--- src/rtl/usb_tx_bit_stuff_encoder_if.sv ---
// Handshake and line bundle between the TX byte shifter and the encoder.
// master: upstream shifter side; slave: the bit-stuff/NRZI encoder.
interface usb_tx_bit_stuff_encoder_if;
    logic tx_start;
    logic bit_in;
    logic last_bit;
    logic shift_enable;
    logic d_plus;
    logic d_minus;
    logic busy;
    logic eop_done;

    modport master (
        output tx_start,
        output bit_in,
        output last_bit,
        input  shift_enable,
        input  d_plus,
        input  d_minus,
        input  busy,
        input  eop_done
    );

    modport slave (
        input  tx_start,
        input  bit_in,
        input  last_bit,
        output shift_enable,
        output d_plus,
        output d_minus,
        output busy,
        output eop_done
    );
endinterface

--- src/rtl/usb_tx_bit_stuff_encoder.sv ---
// USB full-speed transmit line encoder: pulls serial data LSB first, inserts
// a stuffed 0 after six consecutive 1s, NRZI-encodes onto D+/D- and appends
// the end-of-packet sequence (SE0, SE0, J).
//
// state    | meaning
// ---------+-----------------------------------------------------------
// IDLE     | line parked at J, waiting for tx_start
// SEND     | one decision per bit period: stuff, start EOP, or shift
// EOP_SE0A | first SE0 bit period
// EOP_SE0B | second SE0 bit period
// EOP_J    | final J bit period; leaving it pulses eop_done
module usb_tx_bit_stuff_encoder #(
    parameter int CLKS_PER_BIT = 8
) (
    input  logic                        clk,
    input  logic                        n_rst,
    usb_tx_bit_stuff_encoder_if.slave   tx
);

    localparam int TMR_W = (CLKS_PER_BIT > 2) ? $clog2(CLKS_PER_BIT) : 1;
    localparam logic [TMR_W-1:0] TMR_RELOAD = TMR_W'(CLKS_PER_BIT - 1);

    generate
        if (CLKS_PER_BIT < 2) begin : g_bad_param
            $error("CLKS_PER_BIT must be at least 2");
        end
    endgenerate

    typedef enum logic [2:0] {
        IDLE     = 3'd0,
        SEND     = 3'd1,
        EOP_SE0A = 3'd2,
        EOP_SE0B = 3'd3,
        EOP_J    = 3'd4
    } state_t;

    state_t            state;
    state_t            state_nxt;

    // Bit timer runs as a down-counter; a bit-period decision happens at
    // terminal count (zero), which is also the value loaded on packet start.
    logic [TMR_W-1:0]  bit_tmr;
    logic [TMR_W-1:0]  bit_tmr_nxt;
    logic              bit_tick;

    logic [2:0]        ones_cnt;
    logic [2:0]        ones_cnt_nxt;
    logic              stuff_due;
    logic              last_seen;
    logic              last_seen_nxt;

    logic              dp_q;
    logic              dm_q;
    logic              dp_nxt;
    logic              dm_nxt;
    logic              eop_q;
    logic              eop_nxt;
    logic              shift_en;

    assign bit_tick  = (bit_tmr == '0);
    assign stuff_due = (ones_cnt == 3'd6);

    // State register.
    always_ff @(posedge clk or negedge n_rst) begin
        if (!n_rst) begin
            state <= IDLE;
        end else begin
            state <= state_nxt;
        end
    end

    // Next-state decode; every non-IDLE transition waits for a bit tick.
    always_comb begin
        state_nxt = state;
        case (state)
            IDLE: begin
                if (tx.tx_start) begin
                    state_nxt = SEND;
                end
            end
            SEND: begin
                // A pending stuff bit outranks the end of packet.
                if (bit_tick && !stuff_due && last_seen) begin
                    state_nxt = EOP_SE0A;
                end
            end
            EOP_SE0A: begin
                if (bit_tick) begin
                    state_nxt = EOP_SE0B;
                end
            end
            EOP_SE0B: begin
                if (bit_tick) begin
                    state_nxt = EOP_J;
                end
            end
            EOP_J: begin
                if (bit_tick) begin
                    state_nxt = IDLE;
                end
            end
            default: begin
                state_nxt = IDLE;
            end
        endcase
    end

    // Per-state outputs and next values of the line, stuff counter and timer.
    always_comb begin
        shift_en      = 1'b0;
        dp_nxt        = dp_q;
        dm_nxt        = dm_q;
        ones_cnt_nxt  = ones_cnt;
        last_seen_nxt = last_seen;
        eop_nxt       = 1'b0;

        // Timer parks at zero in IDLE so the first SEND cycle is a decision.
        if (state == IDLE || state_nxt == IDLE) begin
            bit_tmr_nxt = '0;
        end else if (bit_tick) begin
            bit_tmr_nxt = TMR_RELOAD;
        end else begin
            bit_tmr_nxt = bit_tmr - TMR_W'(1);
        end

        case (state)
            IDLE: begin
                dp_nxt = 1'b1;
                dm_nxt = 1'b0;
                if (tx.tx_start) begin
                    ones_cnt_nxt  = 3'd0;
                    last_seen_nxt = 1'b0;
                end
            end
            SEND: begin
                if (bit_tick) begin
                    if (stuff_due) begin
                        // Stuffed 0: toggle J<->K without consuming data.
                        dp_nxt       = ~dp_q;
                        dm_nxt       = dp_q;
                        ones_cnt_nxt = 3'd0;
                    end else if (last_seen) begin
                        dp_nxt = 1'b0;
                        dm_nxt = 1'b0;
                    end else begin
                        shift_en = 1'b1;
                        if (!tx.bit_in) begin
                            dp_nxt = ~dp_q;
                            dm_nxt = dp_q;
                        end
                        ones_cnt_nxt  = tx.bit_in ? (ones_cnt + 3'd1) : 3'd0;
                        last_seen_nxt = tx.last_bit;
                    end
                end
            end
            EOP_SE0A: begin
                dp_nxt = 1'b0;
                dm_nxt = 1'b0;
            end
            EOP_SE0B: begin
                if (bit_tick) begin
                    dp_nxt = 1'b1;
                    dm_nxt = 1'b0;
                end
            end
            EOP_J: begin
                if (bit_tick) begin
                    eop_nxt = 1'b1;
                end
            end
            default: begin
                dp_nxt = 1'b1;
                dm_nxt = 1'b0;
            end
        endcase
    end

    // Registered line levels, stuff bookkeeping, bit timer and end pulse.
    always_ff @(posedge clk or negedge n_rst) begin
        if (!n_rst) begin
            dp_q      <= 1'b1;
            dm_q      <= 1'b0;
            ones_cnt  <= 3'd0;
            last_seen <= 1'b0;
            bit_tmr   <= '0;
            eop_q     <= 1'b0;
        end else begin
            dp_q      <= dp_nxt;
            dm_q      <= dm_nxt;
            ones_cnt  <= ones_cnt_nxt;
            last_seen <= last_seen_nxt;
            bit_tmr   <= bit_tmr_nxt;
            eop_q     <= eop_nxt;
        end
    end

    assign tx.shift_enable = shift_en;
    assign tx.d_plus       = dp_q;
    assign tx.d_minus      = dm_q;
    assign tx.busy         = (state != IDLE);
    assign tx.eop_done     = eop_q;

    // Structural invariants: run length never passes six, data is only
    // pulled while sending, and the line is differential during SEND.
    a_ones_bounded: assert property (@(posedge clk) disable iff (!n_rst)
        ones_cnt <= 3'd6);
    a_shift_in_send: assert property (@(posedge clk) disable iff (!n_rst)
        shift_en |-> (state == SEND));
    a_send_differential: assert property (@(posedge clk) disable iff (!n_rst)
        (state == SEND) |-> (dp_q != dm_q));

endmodule

--- src/flat_wrapper.sv ---
// flat-port wrapper written by rule: the top's interface ports become plain ports
module usb_tx_bit_stuff_encoder_flat 
#(
    parameter int CLKS_PER_BIT = 8
)
  (clk, n_rst, tx_tx_start, tx_bit_in, tx_last_bit, tx_shift_enable, tx_d_plus, tx_d_minus, tx_busy, tx_eop_done);
  usb_tx_bit_stuff_encoder_if tx_i ();
  input  logic clk;
  input  logic n_rst;
  input wire logic [$bits(tx_i.tx_start)-1:0] tx_tx_start;
  input wire logic [$bits(tx_i.bit_in)-1:0] tx_bit_in;
  input wire logic [$bits(tx_i.last_bit)-1:0] tx_last_bit;
  output wire logic [$bits(tx_i.shift_enable)-1:0] tx_shift_enable;
  output wire logic [$bits(tx_i.d_plus)-1:0] tx_d_plus;
  output wire logic [$bits(tx_i.d_minus)-1:0] tx_d_minus;
  output wire logic [$bits(tx_i.busy)-1:0] tx_busy;
  output wire logic [$bits(tx_i.eop_done)-1:0] tx_eop_done;
  assign tx_i.tx_start = tx_tx_start;
  assign tx_i.bit_in = tx_bit_in;
  assign tx_i.last_bit = tx_last_bit;
  assign tx_shift_enable = tx_i.shift_enable;
  assign tx_d_plus = tx_i.d_plus;
  assign tx_d_minus = tx_i.d_minus;
  assign tx_busy = tx_i.busy;
  assign tx_eop_done = tx_i.eop_done;
  usb_tx_bit_stuff_encoder #(.CLKS_PER_BIT(CLKS_PER_BIT)) u_core (.clk(clk), .n_rst(n_rst), .tx(tx_i));
endmodule
--- config.mk ---
export PLATFORM = sky130hd
export DESIGN_NAME = usb_tx_bit_stuff_encoder_flat
export DESIGN_NICKNAME = d
export VERILOG_FILES = /design/src/rtl/usb_tx_bit_stuff_encoder_if.sv /design/src/rtl/usb_tx_bit_stuff_encoder.sv /design/src/flat_wrapper.sv
export SDC_FILE = /design/constraint.sdc
export NUM_CORES = 1
export LEC_CHECK = 0
export ABC_CLOCK_PERIOD_IN_PS = 1800
export CORE_MARGIN = 3
export CORE_UTILIZATION = 45
export CTS_CLUSTER_DIAMETER = 100
export CTS_CLUSTER_SIZE = 30
export DETAILED_ROUTE_END_ITERATION = 16
export HOLD_SLACK_MARGIN = 0.05
export PLACE_DENSITY = 0.7
export SLEW_MARGIN = 20
export SYNTH_ARGS = -nofsm -noshare
export SYNTH_HDL_FRONTEND = slang
export SYNTH_SLANG_ARGS = --single-unit
--- constraint.sdc ---
create_clock -name clk -period 1.8 [get_ports clk]
set_input_delay 0.36 -clock clk [delete_from_list [all_inputs] [get_ports clk]]
set_output_delay 0.36 -clock clk [all_outputs]
set_load 0.01 [all_outputs]
[Word level (Yosys, flattened, before mapping)]
Index checks and enable logic that the tools add are counted.
Storage, ports and cells
  register bits after elaboration: 13
  input port bits: 5
  output and inout port bits: 5
Operators by class
  add/sub/neg operators: 2
  equal/unequal tests: 11
  multiplexer cells: 37
  bitwise operators: 2
  reductions and logical operators: 12
Operators with widths (count)
  $mux 3: 12
  $mux 1: 20
  $pmux 3 s5: 1
  $reduce_and 4->1: 3
  $logic_not 3->1: 3
  $eq 3x2->1 const B: 2
  $eq 3x3->1 const B: 2
  $pmux 3 s2: 1
  $ne 2x1->1 const B: 2
  $ne 2x2->1 const B: 2
  $ne 4x2->1 const B: 1
  $pmux 1 s4: 1
  $add 3x1->3 const B: 1
  $eq 3x1->1 const B: 1
  $ne 3x2->1 const B: 1
  $pmux 1 s3: 1
  $reduce_bool 3->1: 1
  $sub 3x1->3 const B: 1
  $logic_and 1x1->1: 2
  $not 1->1: 2
  $pmux 1 s2: 1
  $reduce_bool 2->1: 1
  $logic_not 1->1: 1
  $logic_or 1x1->1: 1

[Longest topological paths before layout]
Gate-level depths: netlist of the first run.
  depth after elaboration: 9
  mapped depth: 7
  mapped depth without buffers: 6

[Worst setup path before layout of the first run]
Ideal clock, no wire load.
  kind: reg2out
  from: reg u_core.bit_tmr[0]
  to: out tx_shift_enable
  arrival time: 1307 ps
  slack: 133 ps
  cell stages (with the launch flop): 7
  cells stage by stage: dfrtp_1 -> inv_1 -> ha_1 -> nor2b_1 -> clkbuf_2 -> and3_1 -> nor2b_1
Between the ends
  cells in the longest elaborated chain, start to end: 3
Ends and longest elaborated chain
  start, declared: line usb_tx_bit_stuff_encoder.sv:42  | logic [TMR_W-1:0] bit_tmr;
  start signal, assigned: line usb_tx_bit_stuff_encoder.sv:192  | bit_tmr <= bit_tmr_nxt;
  $logic_not 3->1: line usb_tx_bit_stuff_encoder.sv:60  | assign bit_tick = (bit_tmr == '0);
  $mux 1: line usb_tx_bit_stuff_encoder.sv:136  | if (bit_tick) begin
  $mux 1: line usb_tx_bit_stuff_encoder.sv:126  | case (state)
  end, declared: line flat_wrapper.sv:13  | output wire logic [$bits(tx_i.shift_enable)-1:0] tx_shift_enable;
No other way between the ends.

[Final worst setup path of the first run]
Ends and elaborated chain as after synthesis.

==> results.tsv, run 1 <==
metric	value	unit
p_leak	0.506	nW
maxUsedRoutingLayer	met4	
cts.sinks	13	
critPathMaxFanout	2	
cts_buffers	3	
finalWorstSetupSlack	-0.000718	ns
critPathArrivalTime	1.44	ns
powerDensity	1560	nW/µm²
dp_cells	114	
clk_pin_slew	0.08	ns
htreeDepth	1	
hold_path.class	in -> async	
clock_latency	0.28	ns
mappedNetlistArea	791	µm²
synth-edff-count	0	
num_rows	14	
setup_violations	1	
grt_overflow	0	
ys_seq_elements	13	
ys_seq_area_share	41.3	%
status	finished with violations	
holdBufCountCts	0	
crit_required	1.44	ns
yosysWarnings	0	
finalMaxSlewViolations	0	
areaGrowthSynthToFinish	35.6	%
synth_nets	88	
irDropWorstVdd	0.847	mV
viasPerCell	5.39	
synth.largest_area_cell	dfrtp_1	
drive_above_1_share	38.0	%
met1Wirelength	797	µm
clk_path_buf_depth	2	
portBuffers	9	
n_antenna_cell	0	
grt_max_degree	14	
synth_common_cells	dfrtp_1 (12), nor2_1 (8), nand2_1 (6)	
die_area	2300	µm²
wl_met3	77	µm
violations	negative setup slack	
wl_per_cell	13.8	µm
final_cells	124	
synthFlopType	dfrtp_1	
dr_wl_met2	791	µm
initial_core_util	50.2	%
netlist_instances	79	
fin_crit_sh	100	%
yosysMostFrequentCell	dfrtp_1	
synth_top_cell_area_share	38.0	%
vias	668	
ys_async_sr_fraction	100	%
place_area	977	µm²
drc	0	
final_area	1070	µm²
worst_pin_slew	0.572	ns
core	1580	µm²
die_h	47.9	µm
start_kind	flop	
holdWs	0.436	ns
cts_tree	done	
hold_violations	0	
min_period	1.80	ns
crit_path_end_kind	primary output	
dp_hpwl	1.21	mm
yosysUniqueCellTypes	37	
firstDrtPassIters	4	
crit_type	reg -> out	
syn_avg_cell_area	10.0	µm²
synth_area_leaders	dfrtp_1 (38%), ha_1 (6.3%), mux2_2 (4.3%)	
drt-initial-drc-count	6	
grt_usage	18.4	%
gp_congestion	0.733	
antenna_left	0	
grt_pass1_wl	2.87	mm
fmax	555	MHz
rsz0062_at_grt	true	
die_w	47.9	µm
io_pins	10	
cap_violations	0	
final_net_count	118	
wirelength	1.71	mm
slew_headroom	61.7	%
place_ws	-0.191	ns
antenna_found_initial	0	
clock_skew	0.00567	ns
clockRootBuffer	clkbuf_4	
grt_pass1_vias	686	
==> final timing paths <==
| path | startpoint | endpoint | slack, ns | cells after the start |
|---|---|---|---|---|
| setup reg to reg | u_core.bit_tmr[0] | u_core.tx.d_plus | 0.08 | 8 |
| hold reg to reg | u_core.bit_tmr[0] | u_core.bit_tmr[0] | 0.50 | 1 |
| hold / removal | n_rst | u_core.state[2] | 0.44 | 1 |
| max in group asynchronous | n_rst | u_core.tx.d_plus | 0.98 | 1 |
| min in group clk | u_core.bit_tmr[0] | u_core.bit_tmr[0] | 0.50 | 1 |
| setup / recovery | u_core.bit_tmr[0] | tx_shift_enable | -0.0007 | 6 |
==> metal layers <==
metal,vias up,GRT usage (%)
met5,-,0
met4,0,11.8
met3,4,3.76
met2,13,29.6
met1,316,22.1
li1,335,-
==> final cells by class <==
type / instances / area, µm²
Tap cell: 16 / 20.0
Inverter: 5 / 18.8
Timing Repair Buffer: 29 / 230
Sequential cell: 13 / 327
Clock buffer: 4 / 26.3
Fill cell: 120 / 504
Multi-Input combinational cell: 57 / 450
==> what timing repair did <==
| item | 4_1_cts | 5_1_grt |
|---|---|---|
| gates cloned | 0 | 0 |
| buffers inserted | 3 | 3 |
| setup endpoints to repair | 2 | 4 |
| pin swaps | 1 | 0 |
| resized for setup | 13 | 3 |
==> sequential cells by signal, summed over array words and instances (netlist names) <==
name / flops
u_core.state: 3
u_core.last_seen: 1
u_core.bit_tmr: 3
u_core.ones_cnt: 3
u_core.tx.eop_done: 1
u_core.tx.d_minus: 1
u_core.tx.d_plus: 1
==> critical path, cell delays in order, from the launching register on <==
cell and delay (ns):
dfrtp_1 0.39, inv_2 0.08, ha_4 0.13, nor2b_4 0.14, and3_4 0.17, nor2b_1 0.11
buf_2 0.13
==> kinds of logic after synthesis <==
family | Yosys count | share of synthesized area, %
adder cells (fa/ha/maj) | 4 | 6.33
AND/OR/NAND/NOR | 33 | 25.5
buffers and inverters | 9 | 6.01
multiplexers | 4 | 5.70
flip-flops | 13 | 41.3
AO/OA/AOI/OAI | 16 | 15.2
==> stage by stage <==
step | total power [W] | util (%) | TNS (ns)
5_1_grt | 0.00182 | 68.0 | -0.0994
6_report | 0.00167 | 68.0 | -0.000718
3_3_place_gp | 0.00131 | 62.0 | -0.144
3_5_place_dp | 0.00134 | 62.0 | -0.191
4_1_cts | 0.00161 | 66.3 | -0.000415
2_1_floorplan | 0.00102 | - | 0
==> placed cells by master, fill, tap and decap left out, drive strengths merged, types with 2 or more instances in the layout <==
| cell | netlist | layout |
|---|---|---|
| buf | 3 | 21 |
| dfrtp | 12 | 12 |
| nor2 | 8 | 8 |
| clkdlybuf4s50 | 0 | 7 |
| nand2 | 6 | 6 |
| nor2b | 5 | 5 |
| inv | 5 | 5 |
| clkbuf | 1 | 5 |
| mux2 | 4 | 4 |
| o22ai | 4 | 4 |
| ha | 4 | 4 |
| a21oi | 3 | 3 |
| or2 | 2 | 2 |
| and3 | 2 | 2 |
| nand3 | 2 | 2 |
==> power breakdown <==
group          switching, W  internal, W  total [W]
registers         0.0000762     0.000410   0.000486
clock network      0.000100    0.0000861   0.000187
logic              0.000438     0.000560   0.000998
total              0.000615      0.00106    0.00167
Power figures use the tool's default switching activity.
==> run 2, diff against run 1 <==
--- a/config.mk
+++ b/config.mk
@@ -7,12 +7,12 @@
 export LEC_CHECK = 0
 export ABC_CLOCK_PERIOD_IN_PS = 1800
 export CORE_MARGIN = 3
-export CORE_UTILIZATION = 45
+export CORE_UTILIZATION = 25
 export CTS_CLUSTER_DIAMETER = 100
 export CTS_CLUSTER_SIZE = 30
 export DETAILED_ROUTE_END_ITERATION = 16
 export HOLD_SLACK_MARGIN = 0.05
-export PLACE_DENSITY = 0.7
+export PLACE_DENSITY = 0.45
 export SLEW_MARGIN = 20
 export SYNTH_ARGS = -nofsm -noshare
 export SYNTH_HDL_FRONTEND = slang
==> run 2 against run 1 <==
  * The flow now finishes without violations
  * Sequential power rose by 0.8%
  * Register-to-register slack improved by 0.03 ns
  * Via count rose by 0.90%
  * Fmax rose by 0.24%
  * Hold slack got worse by 0.053 ns
  * Flip-flop and latch count did not move
  * Count of clock-buffer cells in the layout did not move
  * Non-clock buffer count rose by 2
==> results.tsv, run 2 (synthesis results as in run 1) <==
metric	value	unit
status	complete, no violations	
crit_path_end_kind	primary output	
drc	0	
drive_above_1_share	39.1	%
crit_type	reg -> out	
min_period	1.80	ns
cpMaxStageDelayCell	dfrtp_1	
grt_pass1_wl	3.21	mm
place_area	1040	µm²
clock_skew	0.00740	ns
netSwitchingPower	0.000607	W
drt-initial-drc-count	12	
htreeDepth	1	
start_kind	flop	
n_antenna_cell	0	
dp_hpwl	1.34	mm
slew_headroom	85.5	%
cts.sinks	13	
antenna_found_initial	0	
cp_cell_sequence	buf_6 > nor3b_4 > and3_4 > nor2b_4 > buf_6	
reg_top3	u_core.bit_tmr x3, u_core.ones_cnt x3, u_core.state x3	
clk_pin_slew	0.08	ns
core	2880	µm²
critPathMaxFanout	2	
grt_max_degree	14	
cp_top_family	simple AND/OR/NAND/NOR gates	
clkPwrFrac	10.8	%
crit_top_cell	buf_6	
portBuffers	9	
final_net_count	120	
firstDrtPassIters	4	
antenna_left	0	
clock_latency	0.28	ns
hold_violations	0	
cap_violations	0	
final_area	1140	µm²
irDropWorstVdd	0.664	mV
vias	674	
grt_usage	10.4	%
initial_core_util	27.5	%
io_pins	10	
fin_crit_sh	99.8	%
clk_path_buf_depth	2	
clockRootBuffer	clkbuf_4	
setup_violations	0	
viasPerCell	4.43	
critPathArrivalTime	1.44	ns
worst_pin_slew	0.216	ns
place_ws	-0.205	ns
layout_common_cells	buf_4 (20), dfrtp_1 (12), nor2_1 (8)	
p_leak	0.516	nW
final_common_cell	buf_4	
seq_power_share	29.2	%
areaGrowthSynthToFinish	43.8	%
slowest_delay	0.40	ns
crit_required	1.44	ns
p_sw_share	36.2	%
die_w	62.2	µm
critical_path_buf_inv_count	2	
wl_per_cell	11.7	µm
grt_pass1_vias	682	
die_h	62.2	µm
grt_overflow	0	
gp_congestion	0.708	
fmax	557	MHz
num_rows	19	
pwr-share-comb	60.0	%
rsz0062_at_grt	true	
p_int	0.00107	W
hold_path.class	in -> async	
powerDensity	1470	nW/µm²
wirelength	1.77	mm
cts_tree	done	
finalMaxSlewViolations	0	
die_area	3870	µm²
finalWorstSetupSlack	0.00359	ns
cts_buffers	3	
==> run 2: power by group through the flow <==
stage / registers, W / clock network (W) / logic (W)
2_1_floorplan: 0.000493 / 0 / 0.000523
3_3_place_gp: 0.000484 / 0 / 0.000891
3_5_place_dp: 0.000483 / 0 / 0.000898
4_1_cts: 0.000483 / 0.000191 / 0.00101
5_1_grt: 0.000503 / 0.000213 / 0.00113
6_report: 0.000490 / 0.000181 / 0.00101
==> run 2: layout make-up <==
| cell class | instances | area, µm² |
|---|---|---|
| inverters | 5 | 18.8 |
| well taps | 42 | 52.6 |
| repair buffers | 31 | 259 |
| clock buffers | 4 | 26.3 |
| fillers | 303 | 1740 |
| multi-input cells | 57 | 454 |
| flip-flops and latches | 13 | 327 |
==> run 2: path summary, 6_finish.rpt <==
check                                  start            endpoint  slack [ns]  depth (start not counted)
max                          u_core.state[2]     tx_shift_enable       0.004                          5
min in group clk           u_core.tx.d_minus   u_core.tx.d_minus        0.51                          1
min reg2reg                u_core.tx.d_minus   u_core.tx.d_minus        0.51                          1
max in group asynchronous              n_rst    u_core.tx.d_plus        1.17                          2
max reg2reg                u_core.bit_tmr[0]  u_core.ones_cnt[0]        0.11                          8
min                                    n_rst     u_core.state[2]        0.38                          2
==> run 2: repair_timing <==
action,in CTS,in global routing
setup endpoints to repair,2,2
endpoints found under the hold margin,0,0
gates resized for setup,16,4
cloned,0,0
pin swaps,2,2
setup buffers,4,0
hold buffers,0,0
==> run 2: metal layers <==
metal | global-route usage (%) | vias up | share of wire, % | wire, µm
met5 | 0 | - | 0 | 0
met4 | 4.14 | 0 | 1.5 | 27
met3 | 4.14 | 4 | 5.3 | 94
met2 | 15.3 | 11 | 43 | 759
met1 | 13.5 | 319 | 50 | 891
li1 | - | 340 | - | -
==> run 2: stage by stage <==
stage               std cells  total power [W]  util (%)  TNS (ns)  hold slack, ns
global placement          144          0.00137      36.1    -0.142           0.459
global route              152          0.00184      39.5   -0.0904           0.390
detailed placement        144          0.00138      36.1    -0.218           0.471
CTS                       152          0.00168      39.1   -0.0329           0.387
finish                    152          0.00168      39.5         0           0.383
floorplan                  79          0.00102         -         0          0.0644
==> run 3, diff against run 2 <==
--- a/config.mk
+++ b/config.mk
@@ -6,13 +6,12 @@
 export NUM_CORES = 1
 export LEC_CHECK = 0
 export ABC_CLOCK_PERIOD_IN_PS = 1800
-export CORE_MARGIN = 3
-export CORE_UTILIZATION = 25
+export CORE_UTILIZATION = 30
 export CTS_CLUSTER_DIAMETER = 100
 export CTS_CLUSTER_SIZE = 30
 export DETAILED_ROUTE_END_ITERATION = 16
 export HOLD_SLACK_MARGIN = 0.05
-export PLACE_DENSITY = 0.45
+export PLACE_DENSITY = 0.51
 export SLEW_MARGIN = 20
 export SYNTH_ARGS = -nofsm -noshare
 export SYNTH_HDL_FRONTEND = slang
==> run 3 against run 2 <==
  * Design area fell by 4.3%
  * Critical path type unchanged
  * Sequential power rose by 1%
  * Core utilization rose by 4.4 points
  * Clock skew fell by 0.0029 ns
  * Final cell count fell by 11%
  * Setup slack improved by 0.024 ns
==> results.tsv, run 3 (synthesis results as in run 1) <==
metric	value	unit
final_cells	136	
powerDensity	1480	nW/µm²
slew_headroom	79.4	%
crit_path_end_kind	primary output	
die_w	53.3	µm
status	complete, no violations	
clock_latency	0.27	ns
grt_max_degree	11	
rrSetupSlack	0.16	ns
cp-startpoint	u_core.state[2]	
critPathMaxFanout	2	
portBuffers	9	
gp_congestion	0.762	
dp_hpwl	1.26	mm
reg_top3	u_core.bit_tmr x3, u_core.ones_cnt x3, u_core.state x3	
core	2480	µm²
wirelength	1.66	mm
finalMaxSlewViolations	0	
crit_type	reg -> out	
critPathArrivalTime	1.41	ns
grt_overflow	0	
ff2ff_path_depth	7	
p_leak	0.496	nW
worst_pin_slew	0.308	ns
die_area	2850	µm²
grt_pass1_vias	621	
setup_violations	0	
htreeDepth	1	
clk_pin_slew	0.08	ns
firstDrtPassIters	4	
nFillCells	251	
worstReg2RegStart	u_core.ones_cnt[0]	
r2r_end	u_core.ones_cnt[1]	
hold_violations	0	
drive_above_1_share	36.8	%
total_power	0.00162	W
final_area	1090	µm²
clock_skew	0.00453	ns
irDropWorstVdd	0.722	mV
min_period	1.77	ns
final_common_cell	buf_4	
endpoint	tx_shift_enable	
cts_buffers	3	
wl_met3	54	µm
clk_path_buf_depth	2	
cp_cell_sequence	buf_6 > nor3b_4 > and3_4 > nor2b_4 > buf_6	
io_pins	10	
fmax	564	MHz
vias	645	
layout_common_cells	buf_4 (17), dfrtp_1 (12), nor2_1 (8)	
slowest_delay	0.41	ns
rsz0062_at_grt	true	
dp_cells	130	
cpMaxStageDelayCell	dfrtp_1	
antenna_left	0	
met1Wirelength	846	µm
initial_core_util	31.9	%
start_kind	flop	
wl_per_cell	12.2	µm
antenna_found_initial	0	
hold_path.class	in -> async	
n_antenna_cell	0	
dr_wl_met2	747	µm
cap_violations	0	
crit_top_cell	buf_6	
fin_crit_sh	98.5	%
crit_required	1.44	ns
die_h	53.3	µm
clockRootBuffer	clkbuf_4	
cts_tree	done	
grt_usage	13.7	%
areaGrowthSynthToFinish	37.7	%
grt_pass1_wl	2.81	mm
num_rows	18	
drc	0	
cts.sinks	13	
maxUsedRoutingLayer	met4	
place_area	1010	µm²
final_net_count	116	
viasPerCell	4.74	
drt-initial-drc-count	12	
-- run 3: cell count changes in the layout (fill, tap and decap cells not counted) --
cell   before  now
buf_4      20   17
buf_6       3    2
-- run 3: per-layer routing --
| layer | GRT usage [%] | vias to the layer above |
|---|---|---|
| li1 | - | 331 |
| met1 | 19.6 | 298 |
| met2 | 20.6 | 14 |
| met3 | 1.72 | 2 |
| met4 | 5.26 | 0 |
| met5 | 0 | - |
-- run 3: power by group --
| group | switching (W) | internal (W) |
|---|---|---|
| Combinational | 0.000410 | 0.000532 |
| Clock | 0.0000919 | 0.0000857 |
| Sequential | 0.0000872 | 0.000410 |
| Total | 0.000589 | 0.00103 |
-- run 3: timing repair --
item	CTS	global route
gates resized for setup	16	3
setup buffers	1	1
hold buffers	0	0
endpoints found under the setup margin	2	1
pin swaps	0	1
cloned	0	0
-- run 3: cell type report --
| cell class | instances | area [µm²] | area share (%) |
|---|---|---|---|
| multi-input combinational | 57 | 454 | 41.7 |
| inverter | 5 | 18.8 | 1.72 |
| timing repair buffer | 27 | 225 | 20.7 |
| sequential | 13 | 327 | 30.0 |
| clock buffer | 4 | 26.3 | 2.41 |
| tap | 30 | 37.5 | 3.45 |
-- run 3: worst min-delay path by stage --
stage	to	slack, ns	cells after the start
global placement	u_core.bit_tmr[0]	0.46	1
finish	u_core.tx.eop_done	0.34	1
CTS	u_core.tx.eop_done	0.33	1
floorplan	u_core.bit_tmr[0]	0.06	0
global route	u_core.tx.eop_done	0.35	1
detailed placement	u_core.bit_tmr[0]	0.47	1
-- run 3: stage by stage --
step | setup slack (ns) | hold WS, ns | utilization [%] | setup TNS [ns]
floorplan | 0.133 | 0.0644 | - | 0
global placement | -0.153 | 0.460 | 40.8 | -0.153
detailed placement | -0.173 | 0.470 | 40.8 | -0.173
CTS | -0.00765 | 0.335 | 43.1 | -0.00765
global route | -0.0463 | 0.350 | 43.9 | -0.0463
finish | 0.0273 | 0.338 | 43.9 | 0
-- run 3: worst max-delay path: cells and delay by family (launching register included) --
| kind | cells | cell delay, ns |
|---|---|---|
| buf+inv | 2 | 0.23 |
| flops | 1 | 0.41 |
| simple gates | 3 | 0.52 |
